--- config.mk ---
export PLATFORM = sky130hd
export DESIGN_NAME = uart_tx_arbiter_flat
export DESIGN_NICKNAME = d
export VERILOG_FILES = /design/src/rtl/uart_tx_arbiter_if.sv /design/src/rtl/uart_tx_arbiter.sv /design/src/flat_wrapper.sv
export SDC_FILE = /design/constraint.sdc
export NUM_CORES = 1
export LEC_CHECK = 0
export CAP_MARGIN = 0
export CELL_PAD_IN_SITES_DETAIL_PLACEMENT = 0
export CELL_PAD_IN_SITES_GLOBAL_PLACEMENT = 1
export CORE_UTILIZATION = 37
export CTS_BUF_LIST = sky130_fd_sc_hd__clkbuf_8
export DETAILED_ROUTE_END_ITERATION = 6
export GPL_TIMING_DRIVEN = 0
export PLACE_DENSITY_LB_ADDON = 0.1
export RECOVER_POWER = 25
export SLEW_MARGIN = 40
export SYNTH_ARGS = -nofsm -noshare
export SYNTH_HDL_FRONTEND = slang
export SYNTH_SLANG_ARGS = --single-unit
export TNS_END_PERCENT = 1
--- constraint.sdc ---
create_clock -name clk -period 7.2 [get_ports clk]
set_clock_uncertainty 0.2 [all_clocks]
set_input_delay 1.44 -clock clk [delete_from_list [all_inputs] [get_ports clk]]
set_output_delay 1.44 -clock clk [all_outputs]
set_load 0.02 [all_outputs]
--- src/rtl/uart_tx_arbiter_if.sv ---
// uart_tx_arbiter_if
// Groups the requester-side byte streams and the UART transmit FIFO write port
// that the arbiter sits between.
//   req_valid  [N_REQ]     per-requester byte valid
//   req_data   [N_REQ*DW]  flattened bytes, requester k at [k*DW +: DW]
//   req_last   [N_REQ]     per-requester end-of-packet, qualified by valid
//   req_ready  [N_REQ]     per-requester accept, at most one bit high
//   wr_en                  FIFO write strobe
//   wr_data    [DW]        FIFO write data
//   full                   FIFO full
// Modports:
//   master - the environment: drives the requesters and the FIFO full flag
//   slave  - the arbiter: accepts bytes and drives the FIFO write port
interface uart_tx_arbiter_if #(
  parameter int N_REQ = 4,
  parameter int DW    = 8
);
  logic [N_REQ-1:0]    req_valid;
  logic [N_REQ*DW-1:0] req_data;
  logic [N_REQ-1:0]    req_last;
  logic [N_REQ-1:0]    req_ready;
  logic                wr_en;
  logic [DW-1:0]       wr_data;
  logic                full;

  modport master (
    output req_valid, req_data, req_last, full,
    input  req_ready, wr_en, wr_data
  );

  modport slave (
    input  req_valid, req_data, req_last, full,
    output req_ready, wr_en, wr_data
  );
endinterface

--- src/rtl/uart_tx_arbiter.sv ---
// uart_tx_arbiter
// Round-robin, packet-locked arbiter sharing one UART transmit FIFO among
// N_REQ requesters. A grant is held until the granted requester flags the last
// byte of its packet, so messages never interleave on the serial line. A
// requester that stalls mid-packet for TIMEOUT cycles, or that runs for
// MAX_BURST beats without a last marker, is forcibly released and a sticky
// error flag records the event.
// Ports:
//   clk            system clock
//   i_reset        synchronous, active-high reset
//   bus            uart_tx_arbiter_if.slave (requester streams + FIFO write port)
//   o_grant        one-hot current grant, 0 when idle
//   o_busy         high while a grant is held
//   o_err_timeout  sticky, a grant was released by the idle timeout
//   o_err_trunc    sticky, a grant was released by the burst limit
//   i_clr_err      clears both sticky flags
module uart_tx_arbiter #(
  parameter int N_REQ     = 4,
  parameter int DW        = 8,
  parameter int MAX_BURST = 32,
  parameter int TIMEOUT   = 1024
) (
  input  logic                clk,
  input  logic                i_reset,
  uart_tx_arbiter_if.slave    bus,
  output logic [N_REQ-1:0]    o_grant,
  output logic                o_busy,
  output logic                o_err_timeout,
  output logic                o_err_trunc,
  input  logic                i_clr_err
);

  localparam int IW = (N_REQ > 1) ? $clog2(N_REQ) : 1;
  localparam int BW = $clog2(MAX_BURST + 1);
  localparam int TW = $clog2(TIMEOUT + 1);

  typedef enum logic {IDLE, BURST} state_t;

  state_t          state;
  logic [IW-1:0]   ptr;
  logic [IW-1:0]   gnt_idx;
  logic [BW-1:0]   beat_cnt;
  logic [TW-1:0]   idle_cnt;

  logic            sel_found;
  logic [IW-1:0]   sel_idx;
  logic [IW:0]     cand_sum;

  logic            g_valid;
  logic            g_last;
  logic [DW-1:0]   g_data;

  logic            in_burst;
  logic            beat;
  logic            rel_last;
  logic            rel_trunc;
  logic            rel_tmo;
  logic            release_now;
  logic [IW-1:0]   next_ptr;

  // Round-robin pick: walk the requesters starting at ptr and wrapping. The
  // loop runs from the farthest offset down to offset 0 so the nearest valid
  // requester is the one left standing in sel_idx.
  always_comb begin
    sel_found = 1'b0;
    sel_idx   = '0;
    cand_sum  = '0;
    for (int i = N_REQ - 1; i >= 0; i--) begin
      cand_sum = {1'b0, ptr} + (IW+1)'(i);
      if (cand_sum >= (IW+1)'(N_REQ)) begin
        cand_sum = cand_sum - (IW+1)'(N_REQ);
      end
      if (bus.req_valid[cand_sum[IW-1:0]]) begin
        sel_found = 1'b1;
        sel_idx   = cand_sum[IW-1:0];
      end
    end
  end

  // Pull out the granted requester's stream by the stored index.
  always_comb begin
    g_valid = 1'b0;
    g_last  = 1'b0;
    g_data  = '0;
    for (int k = 0; k < N_REQ; k++) begin
      if (gnt_idx == IW'(k)) begin
        g_valid = bus.req_valid[k];
        g_last  = bus.req_last[k];
        g_data  = bus.req_data[k*DW +: DW];
      end
    end
  end

  // The data path is combinational from registered state so a byte can move
  // every cycle; o_grant is one-hot and registered, so gating it with ~full
  // gives the per-requester ready directly.
  assign in_burst      = (state == BURST);
  assign beat          = in_burst & g_valid & ~bus.full;
  assign bus.req_ready = (in_burst & ~bus.full) ? o_grant : '0;
  assign bus.wr_en     = beat;
  assign bus.wr_data   = in_burst ? g_data : '0;

  // Release causes. A last beat wins over the burst limit. A timeout needs a
  // cycle with valid low, so it can never coincide with a beat. Backpressure
  // with valid held high does not count toward the timeout.
  assign rel_last    = beat & g_last;
  assign rel_trunc   = beat & ~g_last & (beat_cnt == BW'(MAX_BURST - 1));
  assign rel_tmo     = in_burst & ~g_valid & (idle_cnt == TW'(TIMEOUT - 1));
  assign release_now = rel_last | rel_trunc | rel_tmo;
  assign next_ptr    = (gnt_idx == IW'(N_REQ - 1)) ? '0 : gnt_idx + IW'(1);

  // Arbiter state machine, counters and sticky flags. A set event in the same
  // cycle as i_clr_err leaves the flag set.
  always_ff @(posedge clk) begin
    if (i_reset) begin
      state         <= IDLE;
      ptr           <= '0;
      gnt_idx       <= '0;
      o_grant       <= '0;
      o_busy        <= 1'b0;
      beat_cnt      <= '0;
      idle_cnt      <= '0;
      o_err_timeout <= 1'b0;
      o_err_trunc   <= 1'b0;
    end else begin
      case (state)
        IDLE: begin
          if (sel_found) begin
            state    <= BURST;
            gnt_idx  <= sel_idx;
            o_grant  <= N_REQ'(1) << sel_idx;
            o_busy   <= 1'b1;
            beat_cnt <= '0;
            idle_cnt <= '0;
          end
        end
        BURST: begin
          if (release_now) begin
            state    <= IDLE;
            o_grant  <= '0;
            o_busy   <= 1'b0;
            beat_cnt <= '0;
            idle_cnt <= '0;
            ptr      <= next_ptr;
          end else if (beat) begin
            if (beat_cnt != {BW{1'b1}}) begin
              beat_cnt <= beat_cnt + BW'(1);
            end
            idle_cnt <= '0;
          end else if (!g_valid) begin
            if (idle_cnt != {TW{1'b1}}) begin
              idle_cnt <= idle_cnt + TW'(1);
            end
          end
        end
        default: state <= IDLE;
      endcase

      if (rel_trunc) begin
        o_err_trunc <= 1'b1;
      end else if (i_clr_err) begin
        o_err_trunc <= 1'b0;
      end

      if (rel_tmo) begin
        o_err_timeout <= 1'b1;
      end else if (i_clr_err) begin
        o_err_timeout <= 1'b0;
      end
    end
  end

endmodule
--- src/flat_wrapper.sv ---
// flat-port wrapper written by rule: the top's interface ports become plain ports
module uart_tx_arbiter_flat 
#(
  parameter int N_REQ     = 4,
  parameter int DW        = 8,
  parameter int MAX_BURST = 32,
  parameter int TIMEOUT   = 1024
)
  (clk, i_reset, o_grant, o_busy, o_err_timeout, o_err_trunc, i_clr_err, bus_req_valid, bus_req_data, bus_req_last, bus_full, bus_req_ready, bus_wr_en, bus_wr_data);
  uart_tx_arbiter_if #(.N_REQ(N_REQ), .DW(DW)) bus_i ();
  input  logic clk;
  input  logic i_reset;
  output logic [N_REQ-1:0] o_grant;
  output logic o_busy;
  output logic o_err_timeout;
  output logic o_err_trunc;
  input  logic i_clr_err;
  input wire logic [$bits(bus_i.req_valid)-1:0] bus_req_valid;
  input wire logic [$bits(bus_i.req_data)-1:0] bus_req_data;
  input wire logic [$bits(bus_i.req_last)-1:0] bus_req_last;
  input wire logic [$bits(bus_i.full)-1:0] bus_full;
  output wire logic [$bits(bus_i.req_ready)-1:0] bus_req_ready;
  output wire logic [$bits(bus_i.wr_en)-1:0] bus_wr_en;
  output wire logic [$bits(bus_i.wr_data)-1:0] bus_wr_data;
  assign bus_i.req_valid = bus_req_valid;
  assign bus_i.req_data = bus_req_data;
  assign bus_i.req_last = bus_req_last;
  assign bus_i.full = bus_full;
  assign bus_req_ready = bus_i.req_ready;
  assign bus_wr_en = bus_i.wr_en;
  assign bus_wr_data = bus_i.wr_data;
  uart_tx_arbiter #(.N_REQ(N_REQ), .DW(DW), .MAX_BURST(MAX_BURST), .TIMEOUT(TIMEOUT)) u_core (.clk(clk), .i_reset(i_reset), .bus(bus_i), .o_grant(o_grant), .o_busy(o_busy), .o_err_timeout(o_err_timeout), .o_err_trunc(o_err_trunc), .i_clr_err(i_clr_err));
endmodule
==> PnR_summary.wiki <==
{| class="wikitable"
! Metric !! Value
|-
| Result of the run || completed
|-
| Sort of element at the end of the critical path || output pin
|-
| DRC violations left || 0
|-
| Placed wire-length estimate after detailed placement || 4530 µm
|-
| Antenna violations before repair || 0
|-
| Mean cell area of the mapped netlist || 7.77 µm²
|-
| Reg2Reg Launch Point || u_core.gnt_idx[0]
|-
| Actual slew at the worst max-slew pin || 774 ps
|-
| Mapped Area || 0.00207 mm²
|-
| Register area || 581 µm²
|-
| Cell row count || 26
|-
| Min-delay worst type || register to register
|-
| Cell types occupying the most area after synthesis || sky130_fd_sc_hd__dfxtp_1 (28%), sky130_fd_sc_hd__nor2b_1 (6.1%), sky130_fd_sc_hd__a21oi_1 (5.3%)
|-
| Setup-failing EPs final || 0
|-
| Number of clock sinks seen by CTS || 29
|-
| Layout filler cell count || 499
|-
| Total negative setup slack || 0 ps
|-
| Overall die area || 0.00589 mm²
|-
| Final worst path period share || 71.5%
|-
| Final Hold Vio Count || 0
|-
| Worst Path Required || 5560 ps
|-
| Global-route wire length before repair || 10100 µm
|-
| Internal power summed over all cells || 0.313 mW
|-
| Highest clock rate || 194 MHz
|-
| Buffers on Ports || 62
|-
| Initial Util || 39.5%
|-
| Overall fraction of global-route tracks in use || 21.4%
|-
| Largest driver fanout on the critical path || 6
|-
| Combinational share of power || 28.0%
|-
| Register share of total power || 38.3%
|-
| Max Transition Viols Final || 0
|-
| Core region area || 0.00524 mm²
|-
| Count of antenna-violating nets left after detailed routing || 0
|-
| Number of top-level design ports || 64
|-
| Gpl congestion || 0.819
|-
| Critical Path Start Type || primary input
|-
| Dominant cell by count in the synthesized netlist || sky130_fd_sc_hd__dfxtp_1
|-
| Core Util, Final || 54.6%
|-
| Headroom to the max-slew limit || 48.1%
|-
| Final routed wirelength across all metal layers || 6050 µm
|-
| Iteration count of the initial detailed-routing pass || 4
|-
| Clk buf depth || 2
|-
| Clk network pwr share || 33.7%
|-
| H-tree levels || 2
|-
| Vias in the first global route || 2099
|-
| Synth warn || 0
|-
| Clk root buf || sky130_fd_sc_hd__clkbuf_8
|-
| Number of maximum-capacitance constraint violations || 0
|-
| Switching power share of the total || 29.4%
|-
| Later-pin clock latency in the skew report || 280 ps
|-
| Number of gates given a new drive strength after cts || 0
|-
| Flop and latch count out of synthesis || 29
|-
| Total power divided by cell area || 155 mW/mm²
|-
| Chip Height || 76.7 µm
|-
| Post-CTS Repair Setup Buffers || 0
|-
| Worst setup path startpoint || bus_req_valid[1]
|-
| Pleak || 1.04 nW
|-
| CTS tree || done
|-
| Min cycle time layout || 5150 ps
|-
| Post-synth cell types || 54
|-
| Iter 0 DRT Violations || 134
|-
| Syn nets || 316
|-
| Category of the critical setup timing path || primary input to output pin
|-
| Ys async rst share || 0%
|-
| Launch instance of the worst min-delay path || u_core.o_err_trunc
|-
| Share of Yosys cell area claimed by the top area cell type || 28.1%
|-
| Average wire per standard cell || 14.9 µm
|-
| Largest net degree at the start of global routing || 11
|-
| Arrival time worst endpoint || 3510 ps
|-
| Unrepaired setup endpoints after global routing || no
|-
| Count of flip-flops with a built-in enable after synthesis || 0
|-
| Total inserted antenna cells || 0
|-
| Sequential area share after synthesis || 28.1%
|-
| Net switching power || 0.130 mW
|-
| Cell type with the largest total area after synthesis || sky130_fd_sc_hd__dfxtp_1
|-
| Clock-pin slew on the worst setup and hold paths || 60 ps
|-
| Vias per cell || 5.49
|-
| Ranking of synthesized cells by instance count || sky130_fd_sc_hd__dfxtp_1 (29), sky130_fd_sc_hd__a21oi_1 (22), sky130_fd_sc_hd__nand2_1 (22)
|-
| Overall via count from detail_route || 2228
|-
| Share of final-layout standard cells stronger than drive strength 1 || 6.55%
|-
| Horizontal die dimension || 76.7 µm
|-
| Final global-route overflow total || 0
|-
| Net total in the final layout || 385
|-
| Gate count of the mapped netlist || 266
|-
| Maximum resistive drop on vdd || 0.0924 mV
|-
| Cts hold-fix bufs || 0
|-
| Primary FF master, synth || sky130_fd_sc_hd__dfxtp_1
|-
| Synthesis-to-layout area growth || 38.3%
|-
| Number of buffers inserted during clock tree synthesis || 5
|-
| Multi-input gate area in the final layout || 0.00136 mm²
|}
## stage by stage
| stage | worst slack [ps] | instances | hold slack, ps | power (mW) | area (µm²) |
|---|---|---|---|---|---|
| after detailed placement | 2100 | 398 | 263 | 0.300 | 2780 |
| final | 2050 | 406 | 273 | 0.443 | 2860 |
| after global routing | 1940 | 406 | 318 | 0.466 | 2860 |
| after CTS | 2100 | 406 | 281 | 0.448 | 2880 |
| after floorplan | 3340 | 266 | 259 | 0.244 | 2070 |
| after global placement | 2120 | 398 | 256 | 0.299 | 2780 |
## cell families (layout without fill, tap and decap cells)
kind of cell    Yosys count  count (layout)  share of synthesized area [%]
simple gates            114             114                           29.8
compound gates           86              86                           30.4
flops                    29              29                           28.1
buf+inv                  26              96                           5.51
fa+ha+maj                 6               6                           3.63
mux                       5               5                           2.54
## final cells by class
type	instances	share of cell area (%)
inverters	12	1.58
multi-input cells	211	47.4
clock inverters	1	0.175
flip-flops and latches	29	20.3
clock buffers	7	3.37
plain buffers	14	2.41
repair buffers	62	21.7
well taps	70	3.06
## path summary, 6_finish.rpt
| path | endpoint | slack (ps) | depth (start not counted) |
|---|---|---|---|
| setup / recovery | bus_wr_en | 2050 | 5 |
| hold / removal | u_core.o_err_trunc | 270 | 2 |
| setup reg to reg | u_core.ptr[0] | 4260 | 8 |
| hold reg to reg | u_core.o_err_trunc | 270 | 2 |
## sequential cells by signal, summed over array words and instances (netlist names), 2 cells and up
name / cells
u_core.idle_cnt: 11
u_core.gnt_idx: 2
u_core.o_grant: 4
u_core.ptr: 2
u_core.beat_cnt: 6
## critical path, stage by stage
cell and delay, ps:
sky130_fd_sc_hd__dlygate4sd3_1 660, sky130_fd_sc_hd__a211oi_1 170, sky130_fd_sc_hd__a2111o_1 540, sky130_fd_sc_hd__inv_1 80, sky130_fd_sc_hd__clkdlybuf4s50_1 610
## cells in the final DEF, fill, tap and decap left out, types with 4 or more instances in the layout
cell type                         synthesis  routed
sky130_fd_sc_hd__ha_1                     6       6
sky130_fd_sc_hd__and3_1                   5       5
sky130_fd_sc_hd__clkdlybuf4s50_1          0      54
sky130_fd_sc_hd__o21ai_1                  5       5
sky130_fd_sc_hd__and2_1                   6       6
sky130_fd_sc_hd__a211oi_1                 7       9
sky130_fd_sc_hd__o21ai_0                  7       7
sky130_fd_sc_hd__nor3_1                  12      12
sky130_fd_sc_hd__nand3_1                 12      12
sky130_fd_sc_hd__a22oi_1                  4       4
sky130_fd_sc_hd__dlygate4sd3_1            0       8
sky130_fd_sc_hd__nand2_1                 22      22
sky130_fd_sc_hd__a21oi_1                 22      22
sky130_fd_sc_hd__nor2b_1                 20      20
sky130_fd_sc_hd__clkbuf_1                 9       9
sky130_fd_sc_hd__clkbuf_8                 0       7
sky130_fd_sc_hd__a221oi_1                 7       7
sky130_fd_sc_hd__nor2_1                  16      16
sky130_fd_sc_hd__a31oi_1                  8       8
sky130_fd_sc_hd__inv_1                   11      11
sky130_fd_sc_hd__dfxtp_1                 29      29
sky130_fd_sc_hd__buf_4                    4       4
## routing by layer
| metal | wire [µm] | GRT usage [%] | vias to the layer above |
|---|---|---|---|
| met2 | 2790 | 36.2 | 57 |
| li1 | - | - | 1140 |
| met1 | 2920 | 27.6 | 1023 |
| met4 | 68 | 6.35 | 0 |
| met5 | 0 | 0 | - |
| met3 | 273 | 3.45 | 8 |
## power by group through the flow
stage	Combinational [mW]	Clock [mW]	Sequential, mW
6_report	0.124	0.149	0.170
5_1_grt	0.136	0.159	0.170
4_1_cts	0.127	0.152	0.170
3_5_place_dp	0.126	0	0.173
3_3_place_gp	0.126	0	0.173
2_1_floorplan	0.0699	0	0.174
No activity file was read; power rests on OpenSTA's default activity.
